[config.mk]
export PLATFORM = sky130hd
export DESIGN_NAME = poly_voice_mixer
export DESIGN_NICKNAME = d
export VERILOG_FILES = /design/src/rtl/poly_voice_mixer.sv
export SDC_FILE = /design/constraint.sdc
export NUM_CORES = 2
export LEC_CHECK = 0
export ABC_AREA = 0
export CAP_MARGIN = 30
export CORE_ASPECT_RATIO = 1.5
export CORE_MARGIN = 2
export CORE_UTILIZATION = 42
export CTS_BUF_LIST = sky130_fd_sc_hd__clkbuf_4 sky130_fd_sc_hd__clkbuf_8
export DETAILED_ROUTE_END_ITERATION = 16
export GPL_ROUTABILITY_DRIVEN = 0
export GPL_TIMING_DRIVEN = 0
export PLACE_DENSITY_LB_ADDON = 0.25
export SLEW_MARGIN = 20
export SYNTH_ARGS = -nofsm -noshare
export SYNTH_HDL_FRONTEND = slang
export SYNTH_SLANG_ARGS = --single-unit
[constraint.sdc]
create_clock -name clk -period 8.6 [get_ports clk]
set_input_delay 1.72 -clock clk [delete_from_list [all_inputs] [get_ports clk]]
set_output_delay 1.72 -clock clk [all_outputs]
set_load 0.05 [all_outputs]
[src/rtl/poly_voice_mixer.sv]
// rtl/poly_voice_mixer.sv - multi-voice stereo wavetable mixer with per-frame saturation
// Optional: define PAN_EN for per-voice pan scaling (adds one pipeline stage).
module poly_voice_mixer #(
    parameter int NUM_VOICES = 8,
    parameter int SAMPLE_W   = 18,
    parameter int ADDR_W     = 10,
    parameter int ENV_W      = 17,
    parameter int GUARD_W    = 4
) (
    input  logic                clk,
    input  logic                rst,
    input  logic                voice_valid,
    output logic                voice_ready,
    input  logic [ADDR_W-1:0]   wavetable_r,
    input  logic [ADDR_W-1:0]   wavetable_l,
    input  logic [ENV_W-1:0]    volume_adsr,
    input  logic [ENV_W-1:0]    velocity,
    input  logic [7:0]          pan,
    output logic [ADDR_W-1:0]   rom_addr,
    input  logic [SAMPLE_W-1:0] rom_data,
    input  logic                tick48k,
    output logic [SAMPLE_W-1:0] sound_r,
    output logic [SAMPLE_W-1:0] sound_l,
    output logic [1:0]          clip,
    output logic                dropped
);
    localparam int ACC_W = SAMPLE_W + GUARD_W;
    localparam int CNT_W = $clog2(NUM_VOICES + 1);
    localparam int MUL_W = SAMPLE_W + ENV_W;
`ifdef PAN_EN
    localparam int STAGES = 5;
`else
    localparam int STAGES = 4;
`endif
    localparam logic signed [ACC_W-1:0] SAT_MAX = ACC_W'((1 << (SAMPLE_W - 1)) - 1);
    localparam logic signed [ACC_W-1:0] SAT_MIN = ~SAT_MAX;
    localparam logic [SAMPLE_W-1:0]     MIDPOINT = {1'b1, {(SAMPLE_W-1){1'b0}}};

    logic                       run_q;
    logic [CNT_W-1:0]           voice_cnt;
    logic [STAGES-1:0]          stage_v;   // stage_v[k] is high in the cycle after edge T+k+1
    logic [ADDR_W-1:0]          addr_l_q;
    logic [ENV_W-1:0]           vol_q, vel_q;
    logic [ENV_W-1:0]           gain_raw, env_unused;
    logic [ENV_W-2:0]           gain_q;
    logic signed [SAMPLE_W-1:0] s_val;
    logic signed [MUL_W-1:0]    mul_full;
    logic signed [ACC_W-1:0]    prod_q, acc_r, acc_l, contrib;
    logic [SAMPLE_W-1:0]        sat_r, sat_l;
    logic                       clip_r, clip_l, accept, add_r, add_l;

    assign voice_ready = run_q && !stage_v[0] && (voice_cnt < CNT_W'(NUM_VOICES));
    assign accept      = voice_valid && voice_ready;

    // Gain is the upper half of the envelope product, clamped to ENV_W-1 bits (just under unity).
    assign {gain_raw, env_unused} = vol_q * vel_q;
    assign s_val    = {~rom_data[SAMPLE_W-1], rom_data[SAMPLE_W-2:0]};
    assign mul_full = s_val * $signed({1'b0, gain_q});

`ifdef PAN_EN
    logic [7:0]              pan_q, pan_g, pan_l;
    logic [8:0]              pan_fac;
    logic signed [ACC_W+9:0] pan_full;
    logic signed [ACC_W-1:0] scaled_q;

    // Right product sits in prod_q while stage_v[2] is high, left product the cycle after.
    assign pan_fac  = stage_v[2] ? ({1'b0, pan_g} + 9'd1) : (9'd256 - {1'b0, pan_l});
    assign pan_full = prod_q * $signed({1'b0, pan_fac});
    assign contrib  = scaled_q;
    assign add_r    = stage_v[3];
    assign add_l    = stage_v[4];

    always_ff @(posedge clk or posedge rst) begin
        if (rst) begin
            pan_q    <= '0;
            pan_g    <= '0;
            pan_l    <= '0;
            scaled_q <= '0;
        end else begin
            if (accept)
                pan_q <= pan;
            pan_g <= pan_q;
            if (stage_v[2])
                pan_l <= pan_g;
            scaled_q <= ACC_W'(pan_full >>> 8);
        end
    end
`else
    logic [7:0] pan_unused;

    assign pan_unused = pan;
    assign contrib    = prod_q;
    assign add_r      = stage_v[2];
    assign add_l      = stage_v[3];
`endif

    always_comb begin
        sat_r  = acc_r[SAMPLE_W-1:0];
        sat_l  = acc_l[SAMPLE_W-1:0];
        clip_r = 1'b0;
        clip_l = 1'b0;
        if (acc_r > SAT_MAX) begin
            sat_r  = SAT_MAX[SAMPLE_W-1:0];
            clip_r = 1'b1;
        end else if (acc_r < SAT_MIN) begin
            sat_r  = SAT_MIN[SAMPLE_W-1:0];
            clip_r = 1'b1;
        end
        if (acc_l > SAT_MAX) begin
            sat_l  = SAT_MAX[SAMPLE_W-1:0];
            clip_l = 1'b1;
        end else if (acc_l < SAT_MIN) begin
            sat_l  = SAT_MIN[SAMPLE_W-1:0];
            clip_l = 1'b1;
        end
    end

    always_ff @(posedge clk or posedge rst) begin
        if (rst) begin
            run_q     <= 1'b0;
            stage_v   <= '0;
            voice_cnt <= '0;
            rom_addr  <= '0;
            addr_l_q  <= '0;
            vol_q     <= '0;
            vel_q     <= '0;
            gain_q    <= '0;
            prod_q    <= '0;
            acc_r     <= '0;
            acc_l     <= '0;
            sound_r   <= MIDPOINT;
            sound_l   <= MIDPOINT;
            clip      <= 2'b00;
            dropped   <= 1'b0;
        end else begin
            run_q   <= 1'b1;
            stage_v <= {stage_v[STAGES-2:0], accept};
            gain_q  <= gain_raw[ENV_W-1] ? '1 : gain_raw[ENV_W-2:0];
            prod_q  <= ACC_W'(mul_full >>> (ENV_W - 1));
            if (accept) begin
                rom_addr <= wavetable_r;
                addr_l_q <= wavetable_l;
                vol_q    <= volume_adsr;
                vel_q    <= velocity;
            end else if (stage_v[0]) begin
                rom_addr <= addr_l_q;
            end
            dropped <= tick48k && voice_valid && (voice_cnt >= CNT_W'(NUM_VOICES));
            if (tick48k) begin
                // Contributions landing on the tick edge open the new frame.
                sound_r   <= {~sat_r[SAMPLE_W-1], sat_r[SAMPLE_W-2:0]};
                sound_l   <= {~sat_l[SAMPLE_W-1], sat_l[SAMPLE_W-2:0]};
                clip      <= {clip_r, clip_l};
                acc_r     <= add_r ? contrib : '0;
                acc_l     <= add_l ? contrib : '0;
                voice_cnt <= accept ? CNT_W'(1) : '0;
            end else begin
                if (add_r)
                    acc_r <= acc_r + contrib;
                if (add_l)
                    acc_l <= acc_l + contrib;
                if (accept)
                    voice_cnt <= voice_cnt + CNT_W'(1);
            end
        end
    end
endmodule
==> run_results.csv <==
group,metric,value,unit
floorplanning,start_util,42.25,%
critical_path,crit_path_start_kind,"input port",
grt,grt_pass1_wl,123400,um
hold_path,hold_class,"flip-flop to flip-flop",
placement,dpl.hpwl,64180,um
sta,slew_violations,0,
logic_synthesis,syn_area_per_cell,9.272,sq um
floorplanning,die_w,217.0,um
logic_synthesis,synthSimpleGateAreaFrac,14.51,%
grt,grt_pass1_vias,23110,
route,vias,21070,
clock_tree,cts_setup_buffers,0,
clock_tree,h-tree-depth,4,
cells_and_area,area_delta_synth_final,9.962,%
logic_synthesis,synth_area,0.02857,sq mm
floorplanning,die_h,323.5,um
critical_path,crit_family,"adder cells",
logic_synthesis,async_reset_ff_share,100.0,%
sta,rsz0062_at_grt,"no",
cells_and_area,final_cell_mix,"inv_1 (690), fa_1 (515), nand2_1 (398)",
route,routedWlPerCell,18.66,um
sta,worst_slew_pin_slew,842.9,ps
job,cap_viol_max_count,0,
sta,hold_viol_final,0,
critical_path,cp_max_fo,10,
outcome,outcome,"complete, no violations",
grt,antenna_found_initial,2,
logic_synthesis,synthDistinctLibCells,76,
critical_path,crit_path_top_delay_cell,"clkdlybuf4s50_1",
logic_synthesis,synth_adder_area_share,46.46,%
logic_synthesis,yosys-top-cells-area,"fa_1 (36%), dfrtp_1 (16%), ha_1 (10%)",
clock_tree,clkSlewWorstSetupHoldPaths,110,ps
grt,grt_max_degree,95,
logic_synthesis,synth_top_area_share,36.08,%
floorplanning,die_area,0.07018,sq mm
clock_tree,cts_tree,"yes",
floorplanning,fp-row-count,117,
logic_synthesis,synth_top_family_by_area,"adder cells",
sta,fin_crit_sh,96.82,%
floorplanning,io_pins,134,
logic_synthesis,syn-num-nets,3918,
cells_and_area,final_common_cell,"inv_1",
logic_synthesis,ys_warn_count,0,
sta,setup_viol,0,
critical_path,cp-end-kind,"flip-flop",
logic_synthesis,synth_edf_count,0,
critical_path,crit_required,9010,ps
logic_synthesis,synthXorXnorAreaFrac,2.054,%
logic_synthesis,synth_cells,3082,
route,ant_nets,0,
grt,grt-ovfl-total,0,
logic_synthesis,seq_area_frac_synth,15.86,%
logic_synthesis,synth_compound_area_share,6.669,%
grt,grt_use_total,23.23,%
critical_path,crit_buf_inv,7,
logic_synthesis,yosys-mux-area-fraction,3.669,%
sta,slew_headroom,43.81,%
route,dr.pass1.iters,5,
floorplanning,placeableCoreArea,0.06763,sq mm
sta,setup_ws,273.7,ps
clock_tree,cts_hold_buf,0,
route,via_per_inst,5.094,
route,wl,77200,um
critical_path,worstPathArrival,8740,ps
critical_path,crit_top_cell,"fa_1",
clock_tree,cts.sinks,181,
cells_and_area,final_nets,4065,
sta,fin_crit,8326,ps
critical_path,path_class,"input port to flip-flop",
critical_path,path_cells,"clkdlybuf4s50_1 > clkbuf_2 > nand2_1 > fa_1 > inv_1 > fa_1 > inv_1 > fa_1 > inv_1 > fa_1 > fa_1 > inv_1 > fa_1 > inv_1 > ha_1 > and3_1 > a221oi_4 > o211ai_1 > nand3_1 > a21oi_1 > o2111ai_1 > nand3b_1 > a21oi_1 > xnor2_1",
clock_tree,root_buffer,"clkbuf_8",
placement,io_buffers,125,
clock_tree,cts_buffers,17,
route,drtIter0Drc,862,
critical_path,slowest_delay,750,ps
clock_tree,clkLatencyLatePin,570,ps
logic_synthesis,yosysTopAreaCell,"fa_1",
sta,finalClockSkew,24.69,ps
sta,fmax,0.1201,GHz
route,drcViolationCount,0,
clock_tree,clk_path_buf_depth,2,
placement,place_ws,-565.5,ps
logic_synthesis,synth_flop_cell,"dfrtp_1",
clock_tree,cts_resized,0,
cells_and_area,drive_gt1_share,3.456,%
logic_synthesis,synth-seq-cells,181,
==> path summary, 6_finish.rpt <==
path / startpoint / slack [ps] / depth (start not counted) / endpoint
worst max-delay path: rom_data[6] / 270 / 24 / contrib[17]$_DFF_PP0_
worst min-delay path: stage_v[1]$_DFF_PP0_ / 360 / 0 / stage_v[2]$_DFF_PP0_
worst max register to register: vol_q[13]$_DFFE_PP0P_ / 1080 / 24 / gain_q[8]$_DFF_PP0_
worst min register to register: stage_v[1]$_DFF_PP0_ / 360 / 0 / stage_v[2]$_DFF_PP0_
max in group asynchronous: rst / 6040 / 3 / gain_q[13]$_DFF_PP0_
min in group asynchronous: rst / 1650 / 2 / rom_addr[7]$_DFFE_PP0P_
==> flip-flops by register name, summed over array words and instances, names as in the netlist <==
| signal | cells |
|---|---|
| acc_r | 22 |
| sound_r | 18 |
| voice_cnt | 4 |
| addr_l_q | 10 |
| dropped | 1 |
| rom_addr | 10 |
| clip | 2 |
| sound_l | 18 |
| gain_q | 16 |
| acc_l | 22 |
| vel_q | 17 |
| vol_q | 17 |
| contrib | 19 |
| stage_v | 4 |
| run_q | 1 |
==> routing by layer <==
metal / share of wire [%] / track usage [%]
met4: 4.7 / 10.70
met1: 37 / 25.07
met5: 0 / 0
met3: 3.1 / 2.539
met2: 55 / 44.93
==> final cells by class <==
cell class / count / area, sq um
Clock buffer: 19 / 255.2
Buffer: 124 / 493.0
Sequential cell: 181 / 4532
Fill cell: 6736 / 36210
Timing Repair Buffer: 128 / 1305
Multi-Input combinational cell: 2085 / 20970
Antenna cell: 4 / 10.01
Clock inverter: 12 / 140.1
Tap cell: 892 / 1116
Inverter: 692 / 2605
==> cell families after synthesis <==
family	Yosys count
xor gates and xnor gates	67
adders and majority gates	752
DFF	181
muxes	99
buffers and inverters	816
AOI/OAI and AO/OA	295
and+or+nand+nor	871
other	1
==> through the flow <==
| stage | area [sq um] | std cells | hold slack [ps] | util, % | setup TNS [ps] |
|---|---|---|---|---|---|
| 3_5_place_dp | 31010 | 4102 | 334.7 | 45.84 | -2925 |
| 2_1_floorplan | 28570 | 3082 | 331.2 | - | 0 |
| 3_3_place_gp | 30940 | 4099 | 333.4 | 45.75 | -131680 |
| 5_1_grt | 31410 | 4134 | 386.4 | 46.45 | 0 |
| 6_report | 31420 | 4137 | 359.0 | 46.46 | 0 |
| 4_1_cts | 31400 | 4133 | 363.8 | 46.43 | 0 |
==> cells in the mapped netlist, drive strengths merged (4+ instances only) <==
master / instances
a211oi: 9
a21o: 30
a21oi: 60
a22oi: 4
a31o: 5
a31oi: 7
and2: 223
and3: 14
buf: 10
clkbuf: 114
dfrtp: 179
fa: 515
ha: 237
inv: 691
mux2: 46
mux2i: 53
nand2: 398
nand2b: 19
nand3: 35
nand3b: 4
nand4: 9
nor2: 108
nor2b: 16
nor3: 19
nor4: 4
o211ai: 7
o21a: 11
o21ai: 87
o21bai: 8
o22ai: 34
o31ai: 4
or2: 6
or3: 7
xnor2: 40
xor2: 27
Power is left out: the tool's default activity adds up to more than one toggle a clock period on the data nets, which glitch-free logic cannot reach.
